File: config.mk
export PLATFORM = sky130hd
export DESIGN_NAME = food_placer
export DESIGN_NICKNAME = d
export VERILOG_FILES = /design/src/rtl/food_placer.sv
export SDC_FILE = /design/constraint.sdc
export NUM_CORES = 1
export LEC_CHECK = 0
export ABC_AREA = 1
export ABC_CLOCK_PERIOD_IN_PS = 1900
export BUFFER_PORTS_ARGS = -buffer_cell sky130_fd_sc_hd__buf_2
export CAP_MARGIN = 20
export CORE_UTILIZATION = 25
export DETAILED_ROUTE_END_ITERATION = 16
export RECOVER_POWER = 50
export SLEW_MARGIN = 20
export SYNTH_ARGS = -nofsm -noshare
export SYNTH_HDL_FRONTEND = slang
export SYNTH_SLANG_ARGS = --single-unit
File: constraint.sdc
create_clock -name i_clk -period 1.9 [get_ports i_clk]
set_input_delay 0.095 -clock i_clk [delete_from_list [all_inputs] [get_ports i_clk]]
set_output_delay 0.095 -clock i_clk [all_outputs]
set_load 0.05 [all_outputs]
File: src/rtl/food_placer.sv
// Turns the free-running LFSR x/y stream into a legal, unoccupied food cell.
// Random candidates are tried first; after MAX_TRIES rejections a raster scan takes over.
module food_placer #(
  parameter int unsigned GRID_W    = 16,
  parameter int unsigned GRID_H    = 16,
  parameter int unsigned MAX_TRIES = 32,
  parameter logic [3:0]  INIT_X    = 4'd12,
  parameter logic [3:0]  INIT_Y    = 4'd8
) (
  input  logic       i_clk,
  input  logic       i_rst_n,
  input  logic [3:0] i_rand_x,
  input  logic [3:0] i_rand_y,
  input  logic       i_place_req,
  output logic       o_busy,
  output logic       o_food_valid,
  output logic [3:0] o_food_x,
  output logic [3:0] o_food_y,
  output logic       o_place_done,
  output logic       o_board_full,
  output logic       o_occ_req,
  output logic [3:0] o_occ_x,
  output logic [3:0] o_occ_y,
  input  logic       i_occ_ack,
  input  logic       i_occ_hit
);

  localparam logic [4:0] W_LIM   = 5'(GRID_W);
  localparam logic [4:0] H_LIM   = 5'(GRID_H);
  localparam logic [3:0] X_MAX   = 4'(GRID_W - 1);
  localparam logic [3:0] Y_MAX   = 4'(GRID_H - 1);
  localparam logic [7:0] TRY_LIM = 8'(MAX_TRIES);
  localparam logic [8:0] AREA    = 9'(GRID_W * GRID_H);

  typedef enum logic [1:0] {
    S_IDLE,
    S_SAMPLE,
    S_QUERY,
    S_SCAN
  } state_t;

  state_t     state_q, state_d;
  logic [3:0] cand_x_q, cand_x_d, cand_y_q, cand_y_d;
  logic [3:0] scan_x_q, scan_x_d, scan_y_q, scan_y_d;
  logic [3:0] last_x_q, last_x_d, last_y_q, last_y_d;
  logic       queried_q, queried_d;
  logic [7:0] tries_q, tries_d;
  logic [8:0] scan_cnt_q, scan_cnt_d;
  logic [3:0] food_x_q, food_x_d, food_y_q, food_y_d;
  logic       food_valid_q, food_valid_d;
  logic       done_q, done_d;
  logic       full_q, full_d;

  logic       in_range;
  logic [7:0] tries_inc;
  logic [8:0] scan_inc;

  // Raster order: x first, then y; both wrap inside the grid.
  function automatic logic [7:0] scan_next(input logic [3:0] x, input logic [3:0] y);
    logic [3:0] nx, ny;
    if (x == X_MAX) begin
      nx = '0;
      ny = (y == Y_MAX) ? '0 : y + 4'd1;
    end else begin
      nx = x + 4'd1;
      ny = y;
    end
    return {ny, nx};
  endfunction

  assign in_range  = ({1'b0, i_rand_x} < W_LIM) && ({1'b0, i_rand_y} < H_LIM);
  assign tries_inc = tries_q + 8'd1;
  assign scan_inc  = scan_cnt_q + 9'd1;

  always_ff @(posedge i_clk) begin
    if (!i_rst_n) state_q <= S_IDLE;
    else          state_q <= state_d;
  end

  always_comb begin
    state_d      = state_q;
    cand_x_d     = cand_x_q;
    cand_y_d     = cand_y_q;
    scan_x_d     = scan_x_q;
    scan_y_d     = scan_y_q;
    last_x_d     = last_x_q;
    last_y_d     = last_y_q;
    queried_d    = queried_q;
    tries_d      = tries_q;
    scan_cnt_d   = scan_cnt_q;
    food_x_d     = food_x_q;
    food_y_d     = food_y_q;
    food_valid_d = food_valid_q;
    done_d       = 1'b0;
    full_d       = full_q;

    case (state_q)
      S_IDLE: begin
        if (i_place_req) begin
          state_d      = S_SAMPLE;
          food_valid_d = 1'b0;
          full_d       = 1'b0;
          tries_d      = '0;
          scan_cnt_d   = '0;
          queried_d    = 1'b0;
        end
      end
      S_SAMPLE: begin
        cand_x_d = i_rand_x;
        cand_y_d = i_rand_y;
        if (in_range) begin
          state_d = S_QUERY;
        end else begin
          tries_d = tries_inc;
          if (tries_inc == TRY_LIM) begin
            state_d = S_SCAN;
            if (queried_q) {scan_y_d, scan_x_d} = scan_next(last_x_q, last_y_q);
            else           {scan_y_d, scan_x_d} = '0;
          end
        end
      end
      S_QUERY: begin
        if (i_occ_ack) begin
          queried_d = 1'b1;
          last_x_d  = cand_x_q;
          last_y_d  = cand_y_q;
          if (i_occ_hit) begin
            tries_d = tries_inc;
            if (tries_inc == TRY_LIM) begin
              // The candidate just acked is the last queried one.
              state_d = S_SCAN;
              {scan_y_d, scan_x_d} = scan_next(cand_x_q, cand_y_q);
            end else begin
              state_d = S_SAMPLE;
            end
          end else begin
            state_d      = S_IDLE;
            food_x_d     = cand_x_q;
            food_y_d     = cand_y_q;
            food_valid_d = 1'b1;
            done_d       = 1'b1;
          end
        end
      end
      S_SCAN: begin
        if (i_occ_ack) begin
          if (!i_occ_hit) begin
            state_d      = S_IDLE;
            food_x_d     = scan_x_q;
            food_y_d     = scan_y_q;
            food_valid_d = 1'b1;
            done_d       = 1'b1;
          end else begin
            scan_cnt_d = scan_inc;
            if (scan_inc == AREA) begin
              state_d      = S_IDLE;
              full_d       = 1'b1;
              food_valid_d = 1'b0;
            end else begin
              {scan_y_d, scan_x_d} = scan_next(scan_x_q, scan_y_q);
            end
          end
        end
      end
      default: state_d = S_IDLE;
    endcase
  end

  always_ff @(posedge i_clk) begin
    if (!i_rst_n) begin
      cand_x_q     <= '0;
      cand_y_q     <= '0;
      scan_x_q     <= '0;
      scan_y_q     <= '0;
      last_x_q     <= '0;
      last_y_q     <= '0;
      queried_q    <= 1'b0;
      tries_q      <= '0;
      scan_cnt_q   <= '0;
      food_x_q     <= INIT_X;
      food_y_q     <= INIT_Y;
      food_valid_q <= 1'b1;
      done_q       <= 1'b0;
      full_q       <= 1'b0;
    end else begin
      cand_x_q     <= cand_x_d;
      cand_y_q     <= cand_y_d;
      scan_x_q     <= scan_x_d;
      scan_y_q     <= scan_y_d;
      last_x_q     <= last_x_d;
      last_y_q     <= last_y_d;
      queried_q    <= queried_d;
      tries_q      <= tries_d;
      scan_cnt_q   <= scan_cnt_d;
      food_x_q     <= food_x_d;
      food_y_q     <= food_y_d;
      food_valid_q <= food_valid_d;
      done_q       <= done_d;
      full_q       <= full_d;
    end
  end

  always_comb begin
    o_busy    = (state_q != S_IDLE);
    o_occ_req = 1'b0;
    o_occ_x   = '0;
    o_occ_y   = '0;
    case (state_q)
      S_QUERY: begin
        o_occ_req = 1'b1;
        o_occ_x   = cand_x_q;
        o_occ_y   = cand_y_q;
      end
      S_SCAN: begin
        o_occ_req = 1'b1;
        o_occ_x   = scan_x_q;
        o_occ_y   = scan_y_q;
      end
      default: ;
    endcase
  end

  assign o_food_valid = food_valid_q;
  assign o_food_x     = food_x_q;
  assign o_food_y     = food_y_q;
  assign o_place_done = done_q;
  assign o_board_full = full_q;

endmodule

==> run_results.csv <==
group,metric,value,unit
finish,diodes,0,
power,power_leakage,0.00135,uW
synthesis,netlist_area,0.00275,mm^2
synthesis,synth_top_area_frac,0.335,
synthesis,ys_seq_elements,46,
drt,wl_met2,3.15,mm
run_status,status,"complete, no violations",
timing,finalMaxSlewViolations,0,
floorplanning,die_area,0.0114,mm^2
clocking,cts_made_buffers,5,
placement,place_inst,590,
synthesis,yosys_warnings,0,
drt,ant_nets,0,
hold_path,whs_path_depth,3,
synthesis,synth_area_leaders,"dfxtp_1 33%, nand2_1 15%, inv_1 7.1%",
setup_path,r2r_start,"state_q[0]",
floorplanning,io-pin-count,34,
setup_path,ff2ff_path_depth,11,
drt,viasPerCell,4.60,
drt,drc,0,
timing,final.setup.tns,0,ns
clocking,clock_sinks,46,
timing,period_needed,1.84,ns
synthesis,postSynth.asyncResetShare,0,
setup_path,cp_max_fo,16,
finish,fin_util,0.316,
drt,post_drt_wl_per_cell,11.7,um
timing,slew_headroom,0.554,
flow_run,maxCapViolations,0,
synthesis,synthFlopType,"dfxtp_1",
timing,timing.fmax,0.544,GHz
drt,top_layer_used,"met4",
clocking,clkTransAtPathRegs,0.09,ns
clocking,cts_hold_buf,0,
global_routing,grt_pass1_wl,11.8,mm
global_routing,grt_max_degree,27,
clocking,htree_num_levels,2,
synthesis,synth-edff-count,0,
power,vdd_drop_max,0.483,mV
global_routing,grt_pass1_vias,2603,
synthesis,synth_top_area_cell,"dfxtp_1",
synthesis,synth_most_common_cell,"nand2_1",
clocking,clk_latency,0.31,ns
placement,dpl_cell_area,0.00319,mm^2
drt,wl,6.97,mm
finish,final_area,0.00332,mm^2
clocking,clockBufferDepth,2,
synthesis,synth.top_cells.by_count,"107 x nand2_1, 52 x inv_1, 46 x dfxtp_1",
finish,nets,485,
timing,grt_setup_unrepaired,"yes",
clocking,cts_tree,"yes",
floorplanning,start_util,0.262,
clocking,post_cts_buffers,0,
floorplanning,die_h,107,um
floorplanning,coreArea,0.0105,mm^2
hold_path,hp-class,"in -> reg",
drt,met3RoutedLength,244,um
clocking,cts_root_buf,"clkbuf_8",
drt,firstDrtPassIters,4,
finish,final_cells,596,
synthesis,yosysSeqAreaShare,0.335,
setup_path,timing.critical_path.required,1.80,ns
timing,hold_viol,0,
timing,clock_skew,0.00876,ns
synthesis,synth.avg_cell_area,6.66,um^2
global_routing,antenna_found_initial,0,
hold_path,min_to,"cand_y_q[0]",
global_routing,grt.total_usage,0.128,
setup_path,cp.arrival,1.74,ns
setup_path,critical_path.endpoint_type,"output port",
setup_path,reg2reg_to,"scan_cnt_q[4]",
setup_path,critical_path_class,"reg -> out",
finish,num-fill-cells,1138,
timing,period_share,0.967,
floorplanning,chipWidth,107,um
placement,place_congestion,0.818,
synthesis,syn_nets,437,
finish,drive_gt1_frac,0.185,
timing,tightest_slew,0.673,ns
placement,place_hpwl,5.20,mm
finish,syn_to_final_growth,20.6,%
hold_path,hold_start,"i_rand_y[0]",
synthesis,synth_cell_types,33,
setup_path,r2r_setup_slack,0.10,ns
power,p_per_area,1030,mW/mm^2
floorplanning,rows,37,
setup_path,startpoint_type,"flop",
placement,port_buffers,33,
synthesis,netlist_instances,413,
drt,vias,2742,
drt,drt-initial-drc-count,181,
global_routing,overflow,0,
drt,m1WireLength,3.46,mm
timing,finalSetupViolCount,0,
-- power breakdown --
group	switching (uW)	internal [uW]	total [uW]
Clock	334	281	615
Combinational	1020	514	1540
Sequential	150	1110	1260
-- cell families after synthesis --
family,after synthesis,share of synthesized area
adder cells (fa/ha/maj),11,0.0500
AND/OR/NAND/NOR,203,0.345
buffers and inverters,64,0.0896
AO/OA/AOI/OAI,82,0.158
multiplexers,1,0.00364
flip-flops,46,0.335
XOR/XNOR,6,0.0191
-- registers in the layout, summed over array words and instances (netlist names) --
register / count
scan_cnt_q: 9
tries_q: 8
cand_x_q: 4
cand_y_q: 4
o_food_x: 4
o_food_y: 4
scan_x_q: 4
scan_y_q: 4
state_q: 2
o_board_full: 1
o_food_valid: 1
o_place_done: 1
-- placed cells by master (no fill, tap or decap), types with 2 or more instances in the layout --
cell | Yosys | routed
clkbuf_8 | 0 | 6
nor2_1 | 37 | 34
o22ai_1 | 5 | 5
nor2_2 | 3 | 4
o21ai_1 | 3 | 5
clkbuf_1 | 7 | 11
o21a_1 | 2 | 2
inv_1 | 52 | 50
nand3_1 | 21 | 20
a21oi_1 | 31 | 31
clkbuf_4 | 0 | 2
ha_1 | 11 | 7
dfxtp_2 | 0 | 4
ha_2 | 0 | 3
nand2_2 | 7 | 7
nand2_1 | 107 | 107
xor2_1 | 4 | 4
nand4_1 | 9 | 9
a31oi_1 | 9 | 9
nand3_2 | 5 | 6
xnor2_1 | 2 | 2
buf_4 | 1 | 23
nor2_4 | 3 | 5
nor3_1 | 4 | 4
o21ai_0 | 31 | 29
or2_2 | 2 | 2
dfxtp_1 | 46 | 42
buf_2 | 2 | 16
-- area by class of cell --
class | count | area [um^2] | share of cell area
multi-input combinational | 303 | 1630 | 0.490
sequential | 46 | 926 | 0.279
timing repair buffer | 52 | 309 | 0.0932
inverter | 53 | 203 | 0.0611
tap | 136 | 170 | 0.0513
clock buffer | 6 | 82.6 | 0.0249
-- per-layer routing --
| layer | GRT usage | vias up |
|---|---|---|
| li1 | - | 1449 |
| met1 | 0.174 | 1244 |
| met2 | 0.203 | 40 |
| met3 | 0.0316 | 9 |
| met4 | 0.0313 | 0 |
| met5 | 0 | - |
-- through the flow --
step / hold slack, ns / power, uW / setup slack (ns)
final: 0.0616 / 3410 / 0.0622
after global routing: 0.0978 / 3670 / -0.0468
after CTS: 0.0588 / 3410 / -0.00152
after detailed placement: 0.384 / 2790 / 0.0694
after global placement: 0.377 / 2770 / 0.0944
after floorplan: 0.287 / 2320 / -0.242
-- worst max-delay path: stages (launching register included) --
cell and delay [ns]:
dfxtp_2 0.39, ha_2 0.23, clkinv_1 0.13, buf_4 0.23, o22ai_1 0.21, buf_4 0.23
-- repair_timing --
action / CTS / global route
endpoints found under the setup margin: 4 / 35
pin swaps: 0 / 1
gates resized for setup: 5 / 19
-- worst max path at each step --
stage / cells past startpoint / slack, ns / startpoint / endpoint
6_report: 5 / 0.06 / state_q[0] / o_occ_y[3]
2_1_floorplan: 5 / -0.24 / state_q[0] / o_occ_x[0]
3_5_place_dp: 11 / 0.07 / state_q[0] / scan_cnt_q[4]
4_1_cts: 6 / -0.002 / state_q[0] / o_occ_x[1]
3_3_place_gp: 11 / 0.09 / state_q[0] / scan_cnt_q[8]
5_1_grt: 10 / -0.05 / state_q[0] / scan_cnt_q[0]
Note: power is estimated with default switching activity, not from simulation.
